===== src/rtl/ringosc_pkg.sv =====
// Shared definitions for the ring-oscillator frequency meter: FSM state
// encoding and constant width helpers used by the top, sub-module and interface.
package ringosc_pkg;

  typedef enum logic [1:0] {
    ST_IDLE   = 2'd0,
    ST_SETTLE = 2'd1,
    ST_GATE   = 2'd2,
    ST_DRAIN  = 2'd3
  } state_e;

  // Ceiling log2, never below 1 so a single-channel build still has a legal index.
  function automatic int clog2(input int value);
    int width;
    width = 1;
    while ((1 << width) < value) width++;
    return width;
  endfunction

  function automatic int max2(input int a, input int b);
    return (a > b) ? a : b;
  endfunction

endpackage


===== src/rtl/ringosc_freqmeter_if.sv =====
// Result stream of the frequency meter: one channel result per valid/ready handshake.
interface ringosc_freqmeter_if
  import ringosc_pkg::*;
#(
  parameter int CHANNELS = 5,
  parameter int CNT_W    = 24
);

  localparam int CH_W = clog2(CHANNELS);

  logic             res_valid;
  logic             res_ready;
  logic [CH_W-1:0]  res_chan;
  logic [CNT_W-1:0] res_count;
  logic             res_ovf;

  modport master (
    output res_valid,
    output res_chan,
    output res_count,
    output res_ovf,
    input  res_ready
  );

  modport slave (
    input  res_valid,
    input  res_chan,
    input  res_count,
    input  res_ovf,
    output res_ready
  );

endinterface


===== src/rtl/ringosc_edge_counter.sv =====
// One oscillator channel: two-flop synchroniser, rising-edge detect and a
// saturating edge counter. Exposes next-cycle values so a snapshot can be taken
// on the same edge that performs the final increment of a window.
module ringosc_edge_counter #(
  parameter int CNT_W = 24
) (
  input  logic             clk,
  input  logic             rst_n,
  input  logic             osc,
  input  logic             clear,
  input  logic             enable,
  output logic [CNT_W-1:0] count_d,
  output logic             ovf_d
);

  localparam logic [CNT_W-1:0] CNT_MAX = '1;

  logic [2:0]       sync_q;
  logic             rise;
  logic [CNT_W-1:0] count_q;
  logic             ovf_q;

  // NOTE: sequential state uses non-blocking assignments so every flop sees pre-edge values.
  always_ff @(posedge clk or negedge rst_n) begin
    if (!rst_n) begin
      sync_q <= '0;
    end else begin
      sync_q <= {sync_q[1:0], osc};
    end
  end

  assign rise = sync_q[1] & ~sync_q[2];

  // NOTE: every always_comb output gets a default first, so no path can infer a latch.
  always_comb begin
    count_d = count_q;
    ovf_d   = ovf_q;
    if (clear) begin
      count_d = '0;
      ovf_d   = 1'b0;
    end else if (enable && rise) begin
      if (count_q == CNT_MAX) begin
        ovf_d = 1'b1;
      end else begin
        count_d = count_q + CNT_W'(1);
      end
    end
  end

  always_ff @(posedge clk or negedge rst_n) begin
    if (!rst_n) begin
      count_q <= '0;
      ovf_q   <= 1'b0;
    end else begin
      count_q <= count_d;
      ovf_q   <= ovf_d;
    end
  end

endmodule


===== src/rtl/ringosc_freqmeter.sv =====
// Multi-channel ring-oscillator frequency meter: enable masked oscillators,
// settle, count edges of all channels over a fixed gate, then stream results.
module ringosc_freqmeter
  import ringosc_pkg::*;
#(
  parameter int CHANNELS      = 5,
  parameter int CNT_W         = 24,
  parameter int GATE_CYCLES   = 1000000,
  parameter int SETTLE_CYCLES = 1024
) (
  input  logic                clk,
  input  logic                rst_n,
  input  logic [CHANNELS-1:0] osc_in,
  output logic [CHANNELS-1:0] osc_en,
  input  logic [CHANNELS-1:0] chan_mask,
  input  logic                start,
  input  logic                continuous,
  output logic                busy,
  ringosc_freqmeter_if.master res
);

  localparam int CH_W  = clog2(CHANNELS);
  localparam int TMR_W = clog2(max2(GATE_CYCLES, SETTLE_CYCLES) + 1);

  localparam logic [TMR_W-1:0] GATE_LAST   = TMR_W'(GATE_CYCLES - 1);
  localparam logic [TMR_W-1:0] SETTLE_LAST = TMR_W'((SETTLE_CYCLES > 0) ? SETTLE_CYCLES - 1 : 0);
  localparam logic [CH_W-1:0]  LAST_CHAN   = CH_W'(CHANNELS - 1);

  state_e              state;
  state_e              next_state;
  logic [TMR_W-1:0]    timer;
  logic [CH_W-1:0]     drain_idx;
  logic [CHANNELS-1:0] mask_q;
  logic                cont_q;

  logic                res_fire;
  logic                last_fire;
  logic                cnt_clear;
  logic                cnt_run;
  logic                capture;

  logic [CNT_W-1:0]    cnt_next [CHANNELS];
  logic [CHANNELS-1:0] ovf_next;
  logic [CNT_W-1:0]    snap_count [CHANNELS];
  logic [CHANNELS-1:0] snap_ovf;

  // Handshake is decoded from the state register, keeping next_state free of output feedback.
  assign res_fire  = (state == ST_DRAIN) && res.res_ready;
  assign last_fire = res_fire && (drain_idx == LAST_CHAN);

  for (genvar i = 0; i < CHANNELS; i++) begin : g_chan
    ringosc_edge_counter #(
      .CNT_W(CNT_W)
    ) u_cnt (
      .clk    (clk),
      .rst_n  (rst_n),
      .osc    (osc_in[i]),
      .clear  (cnt_clear),
      .enable (cnt_run & mask_q[i]),
      .count_d(cnt_next[i]),
      .ovf_d  (ovf_next[i])
    );
  end

  always_ff @(posedge clk or negedge rst_n) begin
    if (!rst_n) begin
      state <= ST_IDLE;
    end else begin
      state <= next_state;
    end
  end

  always_comb begin
    next_state = state;
    unique case (state)
      ST_IDLE: begin
        if (start) next_state = (SETTLE_CYCLES == 0) ? ST_GATE : ST_SETTLE;
      end
      ST_SETTLE: begin
        if (timer == SETTLE_LAST) next_state = ST_GATE;
      end
      ST_GATE: begin
        if (timer == GATE_LAST) next_state = ST_DRAIN;
      end
      ST_DRAIN: begin
        if (last_fire) next_state = continuous ? ST_GATE : ST_IDLE;
      end
      default: next_state = ST_IDLE;
    endcase
  end

  always_comb begin
    busy          = (state != ST_IDLE);
    res.res_valid = (state == ST_DRAIN);
    res.res_chan  = drain_idx;
    res.res_count = snap_count[drain_idx];
    res.res_ovf   = snap_ovf[drain_idx];
    osc_en        = '0;
    if ((state == ST_SETTLE) || (state == ST_GATE) || ((state == ST_DRAIN) && cont_q)) begin
      osc_en = mask_q;
    end
    cnt_clear = (next_state == ST_GATE) && (state != ST_GATE);
    cnt_run   = (state == ST_GATE);
    capture   = (state == ST_GATE) && (next_state == ST_DRAIN);
  end

  // The settle and gate timers share one counter, restarted on every state change.
  always_ff @(posedge clk or negedge rst_n) begin
    if (!rst_n) begin
      timer <= '0;
    end else if (state != next_state) begin
      timer <= '0;
    end else if ((state == ST_SETTLE) || (state == ST_GATE)) begin
      timer <= timer + TMR_W'(1);
    end
  end

  always_ff @(posedge clk or negedge rst_n) begin
    if (!rst_n) begin
      mask_q <= '0;
      cont_q <= 1'b0;
    end else if ((state == ST_IDLE) && start) begin
      mask_q <= chan_mask;
      cont_q <= continuous;
    end else if (last_fire) begin
      cont_q <= continuous;
    end
  end

  always_ff @(posedge clk or negedge rst_n) begin
    if (!rst_n) begin
      drain_idx <= '0;
    end else if (res_fire) begin
      drain_idx <= (drain_idx == LAST_CHAN) ? '0 : drain_idx + CH_W'(1);
    end
  end

  // NOTE: the snapshot array is small and its reset value is visible on res_count, so it is reset.
  always_ff @(posedge clk or negedge rst_n) begin
    if (!rst_n) begin
      for (int i = 0; i < CHANNELS; i++) snap_count[i] <= '0;
      snap_ovf <= '0;
    end else if (capture) begin
      for (int i = 0; i < CHANNELS; i++) snap_count[i] <= cnt_next[i];
      snap_ovf <= ovf_next;
    end
  end

endmodule


===== src/flat_wrapper.sv =====
// flat-port wrapper written by rule: the top's interface ports become plain ports
module ringosc_freqmeter_flat import ringosc_pkg::*;
#(
  parameter int CHANNELS      = 5,
  parameter int CNT_W         = 24,
  parameter int GATE_CYCLES   = 1000000,
  parameter int SETTLE_CYCLES = 1024
)
  (clk, rst_n, osc_in, osc_en, chan_mask, start, continuous, busy, res_res_valid, res_res_chan, res_res_count, res_res_ovf, res_res_ready);
  ringosc_freqmeter_if #(.CHANNELS(CHANNELS), .CNT_W(CNT_W)) res_i ();
  input  logic clk;
  input  logic rst_n;
  input  logic [CHANNELS-1:0] osc_in;
  output logic [CHANNELS-1:0] osc_en;
  input  logic [CHANNELS-1:0] chan_mask;
  input  logic start;
  input  logic continuous;
  output logic busy;
  output wire logic [$bits(res_i.res_valid)-1:0] res_res_valid;
  output wire logic [$bits(res_i.res_chan)-1:0] res_res_chan;
  output wire logic [$bits(res_i.res_count)-1:0] res_res_count;
  output wire logic [$bits(res_i.res_ovf)-1:0] res_res_ovf;
  input wire logic [$bits(res_i.res_ready)-1:0] res_res_ready;
  assign res_res_valid = res_i.res_valid;
  assign res_res_chan = res_i.res_chan;
  assign res_res_count = res_i.res_count;
  assign res_res_ovf = res_i.res_ovf;
  assign res_i.res_ready = res_res_ready;
  ringosc_freqmeter #(.CHANNELS(CHANNELS), .CNT_W(CNT_W), .GATE_CYCLES(GATE_CYCLES), .SETTLE_CYCLES(SETTLE_CYCLES)) u_core (.clk(clk), .rst_n(rst_n), .osc_in(osc_in), .osc_en(osc_en), .chan_mask(chan_mask), .start(start), .continuous(continuous), .busy(busy), .res(res_i));
endmodule

===== config.mk =====
export PLATFORM = sky130hd
export DESIGN_NAME = ringosc_freqmeter_flat
export DESIGN_NICKNAME = d
export VERILOG_FILES = /design/src/rtl/ringosc_pkg.sv /design/src/rtl/ringosc_freqmeter_if.sv /design/src/rtl/ringosc_edge_counter.sv /design/src/rtl/ringosc_freqmeter.sv /design/src/flat_wrapper.sv
export SDC_FILE = /design/constraint.sdc
export NUM_CORES = 1
export LEC_CHECK = 0
export CORE_UTILIZATION = 55
export CTS_CLUSTER_SIZE = 16
export DETAILED_ROUTE_END_ITERATION = 10
export HOLD_SLACK_MARGIN = 0.12
export PLACE_DENSITY = 0.76
export SYNTH_ARGS = -nofsm -noshare
export SYNTH_HDL_FRONTEND = slang
export SYNTH_SLANG_ARGS = --single-unit

===== constraint.sdc =====
create_clock -name clk -period 2.5 [get_ports clk]
set_input_delay 0.375 -clock clk [delete_from_list [all_inputs] [get_ports clk]]
set_output_delay 0.375 -clock clk [all_outputs]
set_load 0.05 [all_outputs]

* Word level (Yosys, flattened, before mapping)
Index checks and enable logic that the tools add are counted.
** Storage, ports and cells
- Flip-flop bits (word level) :: 296
- Output and inout bits :: 35
- Input port bits :: 15
- Word-level logic and storage cells :: 130
** Cells by class
- Equality and inequality tests :: 15
- Reductions and logical operators :: 17
- Bitwise logic cells :: 16
- Mux-type cells :: 47
- Add/sub/neg operators :: 7
- Magnitude comparators :: 2
** Operators with widths (count)
- 24-bit 2-to-1 mux :: 17
- 24-bit by 1-bit adder with 24-bit output (second input constant) :: 5
- 24-bit == test (second input constant) :: 5
- 24-bit binary-select mux with 3-bit select :: 1
- 20-bit 2-to-1 mux :: 2
- 20-bit by 1-bit adder with 20-bit output (second input constant) :: 1
- 20-bit by 10-bit == test with 1-bit output (second input constant) :: 1
- 20-bit == test (second input constant) :: 1
- 1-bit 2-to-1 mux :: 18
- 1-bit logical AND :: 11
- 1-bit bitwise AND :: 10
- 2-bit 2-to-1 mux :: 5
- 2-bit == test (second input constant) :: 4
- 2-bit one-hot mux with 4 select lines :: 1
- 2-bit nonzero test :: 3
- 5-bit 2-to-1 mux :: 1
- 1-bit NOT :: 5
- 4-bit greater-or-equal comparator (second input constant) :: 1
- 3-bit by 4-bit less-than comparator with 1-bit output (second input constant) :: 1
- 3-bit NOT with 4-bit output :: 1
- 3-bit by 1-bit adder with 3-bit output (second input constant) :: 1
- 1-bit binary-select mux with 3-bit select :: 1
- 3-bit == test (second input constant) :: 1
- 3-bit 2-to-1 mux :: 1
- other kinds (5) :: 6

* Longest topological paths before layout
Gate-level depths: netlist of the first run.
- Depth in word-level cells :: 8
- Gate-level depth with buffers :: 11
- Gate-level depth less buffers :: 7

* Hierarchy
A second synthesis of the first run with hierarchy kept.
** Second synthesis, totals
- Cell total of the unflattened synthesis :: 1318
- Area total of the unflattened synthesis :: 15159.5 µm²
** Modules (own cells, without submodules)
- ringosc_freqmeter :: times used 1, area an instance 7614.8 µm², seq. area each 3903.7 µm², cells each 573
- ringosc_edge_counter :: times used 5, area an instance 1508.9 µm², seq. area each 700.7 µm², cells each 149

* Least setup slack after synthesis of the first run
Ideal clock, no wire load.
- Kind :: register to output
- From :: register u_core.drain_idx[2] (netlist: u_core.res.res_chan[2])
- To :: output res_res_count[22]
- Data required time :: 2125 ps
- Buffers on the path :: 3
- Setup slack :: -856 ps
- Arrival time :: 2981 ps
- Cell stages (with the launch flop) :: 6
- Path through :: dfrtp_1 > clkbuf_1 > buf_1 > buf_1 > nand2_1 > o32ai_1
** Between the ends
- Cells in the longest elaborated chain, start to end :: 4
** RTL lines
- start, declared :: RTL line ringosc_freqmeter.sv:32 : logic [CH_W-1:0] drain_idx;
- start signal, assigned :: RTL line ringosc_freqmeter.sv:134 : drain_idx <= (drain_idx == LAST_CHAN) ? '0 : drain_idx + CH_W'(1);
- 3-bit NOT with 4-bit output (not written as such) :: RTL line ringosc_freqmeter.sv:96 : res.res_count = snap_count[drain_idx];
- 24-bit binary-select mux with 3-bit select :: RTL line ringosc_freqmeter.sv:96
- 24-bit 2-to-1 mux (not written as such) (2 in series) :: RTL line ringosc_freqmeter.sv:96
- end, declared :: RTL line flat_wrapper.sv:21 : output wire logic [$bits(res_i.res_count)-1:0] res_res_count;
Every way passes these cells. The select of a mux whose other input is x is not followed.

* Final worst setup path of the first run
- From :: register u_core.drain_idx[2] (netlist: u_core.res.res_chan[2])
- To :: output res_res_count[12]
The elaborated chain is that of the path after synthesis.

==> impl_results.md, run 1 <==
- Status: finished with violations
- Failing checks: negative setup slack
- TritonCTS clock tree: done
- Post-synth EDFFs: 0
- Cells after Synth: 1517
- # rows: 59
- Antenna-violating nets left: 0
- Post-Synth Simple-Gate Area: 0.208
- Most used DFF post-synth: dfrtp_1
- Synth Area in Compound Gates: 0.140
- Arr. time, crit path: 2.15 ns
- Final period utilization: 1.01
- Clock Pin Slew Worst Setup and Hold Paths: 0.06 ns
- Sink Count: 296
- Number of DRC markers in iteration 0: 1332
- Share of layout cells above drive strength 1: 0.180
- Vias per inst: 6.39
- FMAX: 395 MHz
- Yosys warnings: 0
- Effective utilization at floorplan: 0.561
- Maximum vdd drop: 0.00153 V
- Max cap viols: 0
- Power, Total: 24100 uW
- Worst EP required: 2.12 ns
- Nets@finish: 1631
- Unrepaired setup endpoints after global routing: yes
- Clock skew: 0.0176 ns
- Worst skew pair latency: 0.56 ns
- Most frequent cells in the layout: 293 x dfrtp_1, 241 x nor2_1, 140 x a21oi_1
- Finished Core Util: 0.700
- Pin slew with the least headroom to its limit: 0.763 ns
- Cell mode on critical path: buf_12
- Post-Synth Adder-Cell Area: 0.0111
- H-tree levels: 1
- Most common cell after layout, fill and taps aside: dfrtp_1
- Asr flop ratio synth: 1.00
- Drt pass-1 iters: 7
- Residual DRC: 0
- IO Count: 50
- Finish-stage setup viols: 2
- Post-DP HPWL: 27400 um
- CORE AREA: 0.0261 mm^2
- Via count: 12.5k
- CP bufs+invs: 2
- HP Class: input pin to flop
- WL final: 41700 um
- Grt ovf: 0
- Inserted Clock Buffers: 31
- IO Port Bufs: 49
- Die X: 165 um
- Combinational family with the most area after synthesis: simple AND/OR/NAND/NOR gates
- Largest net degree at the start of global routing: 93
- CP max stage cell: dfrtp_2
- Final Max Tran Viols: 0
- First-pass GRT wire length: 65100 um
- CP top delay family: flip-flops
- Largest fanout on the critical path: 17
- FF-to-FF Start: u_core.state[0]
- CTS max path bufs: 3
- Gp weighted congestion: 0.967
- Antenna violations before repair: 0
- Leakage: 0.00743 uW
- Worst hold start: osc_in[3]
- Pwr dens: 1320 mW/mm^2
- P&R area growth vs syn: 24.9%
- Min Tclk post-route: 2.53 ns
- Mean routed wirelength per cell: 21.3 um
- PnR worst setup slack: -0.0295 ns
- Die Height: 165 um
- Vias in the first global route: 12.1k
- Filler Cells Inserted: 1883
- Post-synthesis net count: 1545
- Total GRT Usage: 0.311
- Final hold vios: 0
- Synth Cell Area: 0.0146 mm^2
- Synth unique cells: 59
- Crit path kind: flop to output port
- XOR/XNOR Fraction of Synth Area: 0.0546
- Fraction of synthesized area in multiplexers: 0.0481
- Yosys reg bits: 296
- DIE AREA: 0.0272 mm^2
- CP endpoint kind: output port
- Dpl ws: 0.0143 ns
- Seq/Total Area, Yosys: 0.507
- Syn Area/Cell: 9.63 um^2
- Relative slew slack: 0.491
- CP max stage delay: 0.41 ns
- Antenna Cells: 0
- Type of origin of the critical path: flop
- Crit path cell chain: buf_12 -> mux2i_2 -> nor2_1 -> a21oi_1 -> o22ai_2 -> buf_12
- Crit path from: u_core.res.res_chan[2]
- Root buffer cell: clkbuf_16
worst paths after layout:
path | cells after the start | endpoint | slack, ns
min reg2reg | 0 | u_core.g_chan[1].u_cnt.sync_q[1] | 0.35
max | 6 | res_res_count[12] | -0.03
min in group asynchronous | 2 | u_core.timer[0] | 0.42
max in group asynchronous | 3 | u_core.g_chan[0].u_cnt.sync_q[0] | 1.26
max reg2reg | 7 | u_core.g_chan[1].u_cnt.count_q[23] | 0.03
min | 1 | u_core.g_chan[3].u_cnt.sync_q[0] | 0.27
area by class of cell:
cell class                      count  area (um^2)  area share
Tap cell                          335          419      0.0230
Timing Repair Buffer              148         1890       0.104
Sequential cell                   296         7410       0.406
Clock inverter                     12          244      0.0134
Multi-Input combinational cell   1110         7340       0.402
Clock buffer                       43          881      0.0483
Inverter                           16         60.1     0.00329
sequential cells by signal, summed over array words and instances (netlist names):
name and cells:
u_core.timer 20, u_core.g_chan.u_cnt.sync_q 15, u_core.cont_q 1, u_core.snap_count 120, u_core.g_chan.u_cnt.count_q 120, u_core.snap_ovf 5
u_core.state 2, u_core.mask_q 5, u_core.res.res_chan 3, u_core.g_chan.u_cnt.ovf_q 5
worst register-to-register path, cell delays in order (launching register included):
cell and delay [ns]:
dfrtp_1 0.39, inv_2 0.08, ha_4 0.16, nand4b_1 0.20
or4_4 0.54, or4_1 0.51, or3_4 0.35, a21oi_1 0.16
layer usage:
metal,GRT usage,part of all wire,up-vias
met1,0.412,0.41,6157
met5,0,0,-
met3,0.0537,0.066,128
met4,0.138,0.049,0
met2,0.501,0.47,532
li1,-,-,5716
stage by stage:
step	hold slack [ns]	instance area [um^2]	cells	setup TNS, ns
2_1_floorplan	0.0794	14900	1517	-9.23
3_3_place_gp	0.332	16400	1882	0
3_5_place_dp	0.337	16400	1882	0
4_1_cts	0.247	18000	1946	-0.533
5_1_grt	0.248	18200	1960	-3.38
6_report	0.266	18200	1960	-0.0414
cell usage after synthesis, types with 4 or more instances:
cell type	n	area (um^2)
buf_1	4	15.0
a21oi_1	159	796
and2_1	14	87.6
clkbuf_1	64	240
nand3_1	45	225
a31oi_1	45	282
and4b_1	5	50.1
ha_1	13	163
a311oi_1	17	149
nor3_1	23	115
a2111oi_0	5	43.8
buf_2	27	135
o41ai_1	5	43.8
nand2_1	64	240
mux2i_1	59	591
nor4_1	36	225
dfrtp_1	296	7410
nor2b_1	5	31.3
or4_1	22	165
nand4b_1	5	43.8
a21o_1	4	30.0
o31ai_1	19	143
and3_1	25	156
xnor2_1	74	648
a211oi_1	10	75.1
xor2_1	17	149
o22ai_1	24	150
nor2_1	247	927
inv_1	16	60.1
mux2_2	8	90.1
o21ai_0	30	150
nand4_1	49	307
or3_1	19	119
and4_1	22	193
cells by family (layout without fill, tap and decap cells):
| kind of cell | Yosys count | count (layout) |
|---|---|---|
| adder cells (fa/ha/maj) | 13 | 13 |
| flip-flops | 296 | 296 |
| XOR/XNOR | 91 | 91 |
| AND/OR/NAND/NOR | 600 | 600 |
| buffers and inverters | 111 | 219 |
| multiplexers | 68 | 68 |
| AO/OA/AOI/OAI | 338 | 338 |
timing repair:
item,in CTS,in global routing
pin swaps,4,6
cloned,5,1
resized for setup,43,41
setup buffers,3,14
hold buffers,1,0
endpoints found under the setup margin,31,144
hold endpoints to repair,84,0
power by group:
part / total (uW) / leakage (uW) / switching [uW] / internal, uW
Sequential: 7090 / 0.00376 / 1030 / 6070
Clock: 5100 / 0.000543 / 1940 / 3160
Combinational: 11900 / 0.00312 / 6810 / 5090
Total: 24100 / 0.00743 / 9780 / 14300
Power figures use the tool's default switching activity.
==> inputs of run 2 (changes only) <==
--- a/config.mk
+++ b/config.mk
@@ -5,6 +5,7 @@
 export SDC_FILE = /design/constraint.sdc
 export NUM_CORES = 1
 export LEC_CHECK = 0
+export CORE_MARGIN = 5
 export CORE_UTILIZATION = 55
 export CTS_CLUSTER_SIZE = 16
 export DETAILED_ROUTE_END_ITERATION = 10
@@ -12,4 +13,5 @@
 export PLACE_DENSITY = 0.76
 export SYNTH_ARGS = -nofsm -noshare
 export SYNTH_HDL_FRONTEND = slang
+export SYNTH_HIERARCHICAL = 1
 export SYNTH_SLANG_ARGS = --single-unit
==> run 2 against run 1 <==
Effect of this change: the flow still finishes with violations (negative setup slack); via count decreased by 8.1%; core utilization rose by 1.2 points; clock skew up 0.00064 ns; largest cell class is now multi-input gates.
==> impl_results.md, run 2 <==
- Min Tclk post-route: 2.89 ns
- Status: finished with violations
- Reg2reg path depth: 10
- HP Class: input pin to flop
- Synth unique cells: 48
- Most used DFF post-synth: dfrtp_1
- Relative slew slack: 0.583
- Leakage: 0.00856 uW
- Pint: 7730 uW
- First-pass GRT wire length: 64000 um
- CORE AREA: 0.0270 mm^2
- Min Hold Slack: 0.249 ns
- Most frequent cells in the layout: 293 x dfrtp_1, 138 x buf_4, 107 x nor2_1
- WL final: 41200 um
- Finish-stage setup viols: 244
- Largest net degree at the start of global routing: 72
- Most common cell after layout, fill and taps aside: dfrtp_1
- Via count: 11.5k
- IO Count: 50
- Pin slew with the least headroom to its limit: 0.626 ns
- FF-to-FF Start: u_core/timer[14]
- Number of DRC markers in iteration 0: 803
- Vias per inst: 6.16
- Inserted Clock Buffers: 30
- Flop pwr share: 0.494
- Post-DP HPWL: 27200 um
- Sw power: 2010 uW
- Setup TNS Final: -44.13 ns
- Gp weighted congestion: 0.904
- Synth Cell Area: 0.0152 mm^2
- Worst EP required: 2.94 ns
- Asr flop ratio synth: 1.00
- Filler Cells Inserted: 1814
- Antenna violations before repair: 0
- FF-to-FF setup slack: -0.39 ns
- CP max stage delay: 0.55 ns
- Yosys warnings: 6
- Maximum vdd drop: 0.000490 V
- PnR worst setup slack: -0.389 ns
- Cells after Synth: 1318
- Combinational power share: 0.015
- Worst Hold End: u_core/g_chan[2].u_cnt/sync_q[0]
- TritonCTS clock tree: done
- Crit path cell chain: or4_4 -> nor4_4 -> a31oi_2 -> a2bb2oi_4 -> nor3b_4 -> buf_12 -> clkbuf_16 -> nor2_1 -> mux2_4 -> mux2_2
- Vias in the first global route: 11.8k
- Root buffer cell: clkbuf_16
- Worst hold start: osc_in[2]
- Effective utilization at floorplan: 0.561
- Pwr dens: 506 mW/mm^2
- IO Port Bufs: 49
- Design area: 0.0192 mm^2
- Finished Core Util: 0.712
- RR Endpoint: u_core/snap_count[23]
- Yosys reg bits: 296
- Top flop regs: u_core/g_chan.u_cnt/count_q: 120 flops, u_core/snap_count: 120 flops, u_core/timer: 20 flops
- Total GRT Usage: 0.257
- Worst Hold Depth: 1
- Final Max Tran Viols: 0
- Failing checks: negative setup slack
- Grt ovf: 0
- Largest fanout on the critical path: 5
- CTS max path bufs: 3
- P&R area growth vs syn: 26.9%
- Placed cell area: 0.0172 mm^2
- Crit path kind: flop to flop
- Die Height: 176 um
- Sink Count: 296
- # rows: 60
- Clock Pin Slew Worst Setup and Hold Paths: 0.06 ns
- Arr. time, crit path: 3.33 ns
- Drt pass-1 iters: 5
- Clock share of power: 0.491
- Post-synth top cells: 296 x dfrtp_1, 134 x nor2_1, 87 x mux2_2
- Power, Total: 9730 uW
- Residual DRC: 0
- Worst skew pair latency: 0.56 ns
- H-tree levels: 1
- FMAX: 346 MHz
- Seq/Total Area, Yosys: 0.489
- Final period utilization: 1.16
- Most frequent cell after synthesis: dfrtp_1
- Share of the synthesized area in the top cell type: 0.489
- Synth top area cells: dfrtp_1 49%, mux2_2 6.5%, mux2_4 5.0%
- Mean routed wirelength per cell: 22.0 um
- Antenna-violating nets left: 0
- Synth area leader: dfrtp_1
- Share of layout cells above drive strength 1: 0.369
- Sw frac: 0.206
- Post-synthesis net count: 1346
- Nets@finish: 1533
- Final hold vios: 0
- CP max stage cell: or4_4
- Max cap viols: 0
- Die X: 176 um
- Post-synth EDFFs: 0
- DIE AREA: 0.0310 mm^2
- Antenna Cells: 0
- Syn Area/Cell: 11.5 um^2
- Clock skew: 0.0182 ns
- Type of origin of the critical path: flop
- CP endpoint kind: flop
- Unrepaired setup endpoints after global routing: yes
run 2: cells by family after synthesis:
logic type	Yosys count	share of synthesized area
AO/OA/AOI/OAI	127	0.0535
XOR/XNOR	109	0.0630
adder cells (fa/ha/maj)	13	0.0107
buffers and inverters	107	0.0363
flip-flops	296	0.489
multiplexers	168	0.155
AND/OR/NAND/NOR	498	0.193
run 2: critical path, delay by kind of cell, from the launching register on:
kind,cells,cell delay (ns)
buffers and inverters,2,0.34
flip-flops,1,0.38
AND/OR/NAND/NOR,4,1.17
multiplexers,2,0.51
AO/OA/AOI/OAI,2,0.36
run 2: worst max path at each step:
stage | startpoint | end | cells past startpoint
after CTS | u_core/timer[15] | u_core/snap_count[56] | 10
after floorplan | u_core/res.res_chan[1] | u_core/snap_count[32] | 12
final | u_core/timer[14] | u_core/snap_count[23] | 10
after detailed placement | res_res_ready | u_core/snap_count[8] | 11
after global routing | u_core/timer[14] | u_core/snap_count[119] | 10
after global placement | res_res_ready | u_core/snap_count[104] | 11
run 2: cell type report:
cell class / count / area [um^2] / share of cell area
repair buffers: 225 / 2530 / 0.132
flip-flops and latches: 296 / 7410 / 0.385
multi-input cells: 915 / 7670 / 0.399
clock inverters: 13 / 173 / 0.00897
clock buffers: 43 / 891 / 0.0463
inverters: 37 / 141 / 0.00735
well taps: 341 / 427 / 0.0222
run 2: layer usage:
layer | global-route usage | wire length (um) | vias to the layer above
li1 | - | - | 5125
met1 | 0.341 | 16900 | 5876
met2 | 0.441 | 20600 | 409
met3 | 0.0347 | 2310 | 110
met4 | 0.0812 | 1330 | 0
met5 | 0 | 0 | -
run 2: per-stage QoR:
| step | cells | setup WS (ns) |
|---|---|---|
| global placement | 1783 | -0.315 |
| CTS | 1850 | -0.315 |
| detailed placement | 1783 | -0.361 |
| finish | 1870 | -0.389 |
| floorplan | 1318 | -0.201 |
| global route | 1870 | -0.455 |
run 2: repair_timing:
item                                    CTS  global route
pin swaps                                 3            22
endpoints found under the hold margin    62             0
cloned                                    5             4
endpoints found under the setup margin  226           276
hold buffers                              1             0
setup buffers                             5            17
gates resized for setup                  60           100
run 2: power by group through the flow:
stage / logic, uW / clock network, uW / registers (uW)
CTS: 155 / 4850 / 4810
finish: 149 / 4780 / 4810
floorplan: 2.15 / 0 / 4900
global placement: 151 / 0 / 4900
detailed placement: 154 / 0 / 4900
global route: 172 / 5060 / 4810
==> inputs of run 3 (changes only) <==
--- a/config.mk
+++ b/config.mk
@@ -10,6 +10,7 @@
 export CTS_CLUSTER_SIZE = 16
 export DETAILED_ROUTE_END_ITERATION = 10
 export HOLD_SLACK_MARGIN = 0.12
+export MAX_ROUTING_LAYER = met4
 export PLACE_DENSITY = 0.76
 export SYNTH_ARGS = -nofsm -noshare
 export SYNTH_HDL_FRONTEND = slang
==> run 3 against run 2 <==
Effect of this change: the run still ends with negative setup slack left; worst hold slack better by 0.0016 ns; routed wire length decreased by 1.2%; fmax up 0.26%; combinational power is 4% lower; non-clock buffer count shrank 6; sequential share of layout area increased by 0.37 points; core utilization decreased by 0.69 points; first-iteration DRC count grew 27%; die area did not move; sequential power hardly changed; clock power about the same; critical endpoint is now u_core/snap_count[56]; largest cell class unchanged; largest power group unchanged.
==> impl_results.md, run 3 (synthesis gave the netlist of run 2 again) <==
- Reg2reg path depth: 11
- HP Class: input pin to flop
- Sink Count: 296
- Design area: 0.0191 mm^2
- Vias per inst: 6.12
- Relative slew slack: 0.584
- Worst Hold End: u_core/g_chan[2].u_cnt/sync_q[0]
- Mean routed wirelength per cell: 21.8 um
- Metal2 WL: 20100 um
- Max cap viols: 0
- Min Tclk post-route: 2.88 ns
- Antenna Cells: 0
- IO Port Bufs: 49
- Min Hold Slack: 0.251 ns
- Leakage: 0.00846 uW
- Finish-stage setup viols: 226
- PnR worst setup slack: -0.382 ns
- Worst Hold Depth: 1
- Final period utilization: 1.15
- Crit path cell chain: or4_4 -> nor4_4 -> a31oi_2 -> a2bb2oi_4 -> nor3b_4 -> buf_6 -> buf_6 -> clkbuf_16 -> or4_4 -> o21ai_4 -> mux2_4
- Clock Pin Slew Worst Setup and Hold Paths: 0.07 ns
- Arr. time, crit path: 3.32 ns
- Maximum vdd drop: 0.000561 V
- Effective utilization at floorplan: 0.561
- Inserted Clock Buffers: 31
- Total GRT Usage: 0.258
- Root buffer cell: clkbuf_16
- Final hold vios: 0
- Worst EP required: 2.94 ns
- P&R area growth vs syn: 25.7%
- TritonCTS clock tree: done
- Die Height: 176 um
- H-tree levels: 1
- Crit path kind: flop to flop
- FMAX: 347 MHz
- Pin slew with the least headroom to its limit: 0.619 ns
- DR top layer: met4
- Die X: 176 um
- RR Endpoint: u_core/snap_count[56]
- Drt pass-1 iters: 5
- Met3 WL post-DR: 2390 um
- Grt ovf: 0
- Via count: 11.4k
- FF-to-FF Start: u_core/timer[11]
- IO Count: 50
- Antenna-violating nets left: 0
- Largest fanout on the critical path: 7
- Gp weighted congestion: 0.886
- FF-to-FF setup slack: -0.38 ns
- Clock skew: 0.0180 ns
- Most frequent cells in the layout: 294 x dfrtp_1, 133 x buf_4, 120 x nor2_1
- Number of DRC markers in iteration 0: 1022
- Largest net degree at the start of global routing: 88
- DIE AREA: 0.0310 mm^2
- # rows: 60
- Residual DRC: 0
- Final Max Tran Viols: 0
- CP max stage cell: or4_4
- Filler Cells Inserted: 1813
- Antenna violations before repair: 0
- Unrepaired setup endpoints after global routing: yes
- Failing checks: negative setup slack
- Post-DP HPWL: 26900 um
- Share of layout cells above drive strength 1: 0.358
- Worst hold start: osc_in[2]
- First-pass GRT wire length: 62900 um
- Vias in the first global route: 11.6k
- Type of origin of the critical path: flop
- CORE AREA: 0.0270 mm^2
- Top flop regs: u_core/g_chan.u_cnt/count_q: 120 flops, u_core/snap_count: 120 flops, u_core/timer: 20 flops
- Status: finished with violations
- WL final: 40700 um
- Worst skew pair latency: 0.56 ns
- Multi-input logic area: 0.00761 mm^2
- Finished Core Util: 0.705
- Register Area: 0.00741 mm^2
- Wl on met1: 17000 um
- Most common cell after layout, fill and taps aside: dfrtp_1
- CP endpoint kind: flop
- Pwr dens: 509 mW/mm^2
- CTS max path bufs: 3
- Nets@finish: 1528
- CP max stage delay: 0.57 ns
- Placed cell area: 0.0172 mm^2
run 3: critical path: cells and delay by family (launching register included):
family	cells	cell delay, ns
mux	1	0.28
simple gates	4	1.25
flops	1	0.39
buf+inv	3	0.44
compound gates	3	0.41
run 3: cell type report:
cell class / instances / area share
clock buffer: 42 / 0.0455
timing repair buffer: 219 / 0.127
sequential: 296 / 0.389
clock inverter: 14 / 0.00932
multi-input combinational: 915 / 0.400
inverter: 37 / 0.00742
tap: 341 / 0.0224
run 3: per-layer routing:
layer	GRT usage	vias up
met1	0.343	5790
met3	0.0321	92
met5	-	-
met4	0.0572	0
met2	0.431	398
li1	-	5120
run 3: worst max-delay path by stage:
| stage | end | from | slack (ns) |
|---|---|---|---|
| after CTS | u_core/snap_count[32] | u_core/timer[16] | -0.31 |
| final | u_core/snap_count[56] | u_core/timer[11] | -0.38 |
| after global routing | u_core/snap_count[56] | u_core/state[1] | -0.45 |
| after floorplan | u_core/snap_count[32] | u_core/res.res_chan[1] | -0.20 |
| after global placement | u_core/snap_count[80] | res_res_ready | -0.30 |
| after detailed placement | u_core/snap_count[8] | res_res_ready | -0.31 |
run 3: metrics by stage:
| stage | TNS [ns] | std cells | setup WS, ns | power [uW] |
|---|---|---|---|---|
| global placement | -23.55 | 1779 | -0.301 | 5040 |
| finish | -44.15 | 1864 | -0.382 | 9710 |
| global route | -63.17 | 1864 | -0.455 | 9990 |
| CTS | -26.39 | 1843 | -0.310 | 9760 |
| floorplan | -10.78 | 1318 | -0.201 | 4900 |
| detailed placement | -26.30 | 1779 | -0.313 | 5040 |
run 3: report_power, final:
group / total [uW] / leakage, uW / switching [uW] / internal (uW)
sequential: 4810 / 0.00345 / 5.63 / 4800
combinational: 143 / 0.00449 / 102 / 40.6
clock: 4760 / 0.000509 / 1930 / 2830
total: 9710 / 0.00846 / 2040 / 7670
run 3: repair_timing:
item,CTS,global route
setup endpoints to repair,192,268
gates resized for setup,45,81
hold buffers,1,0
buffers inserted,4,18
pin swaps,3,13
gates cloned,3,3
hold endpoints to repair,52,0
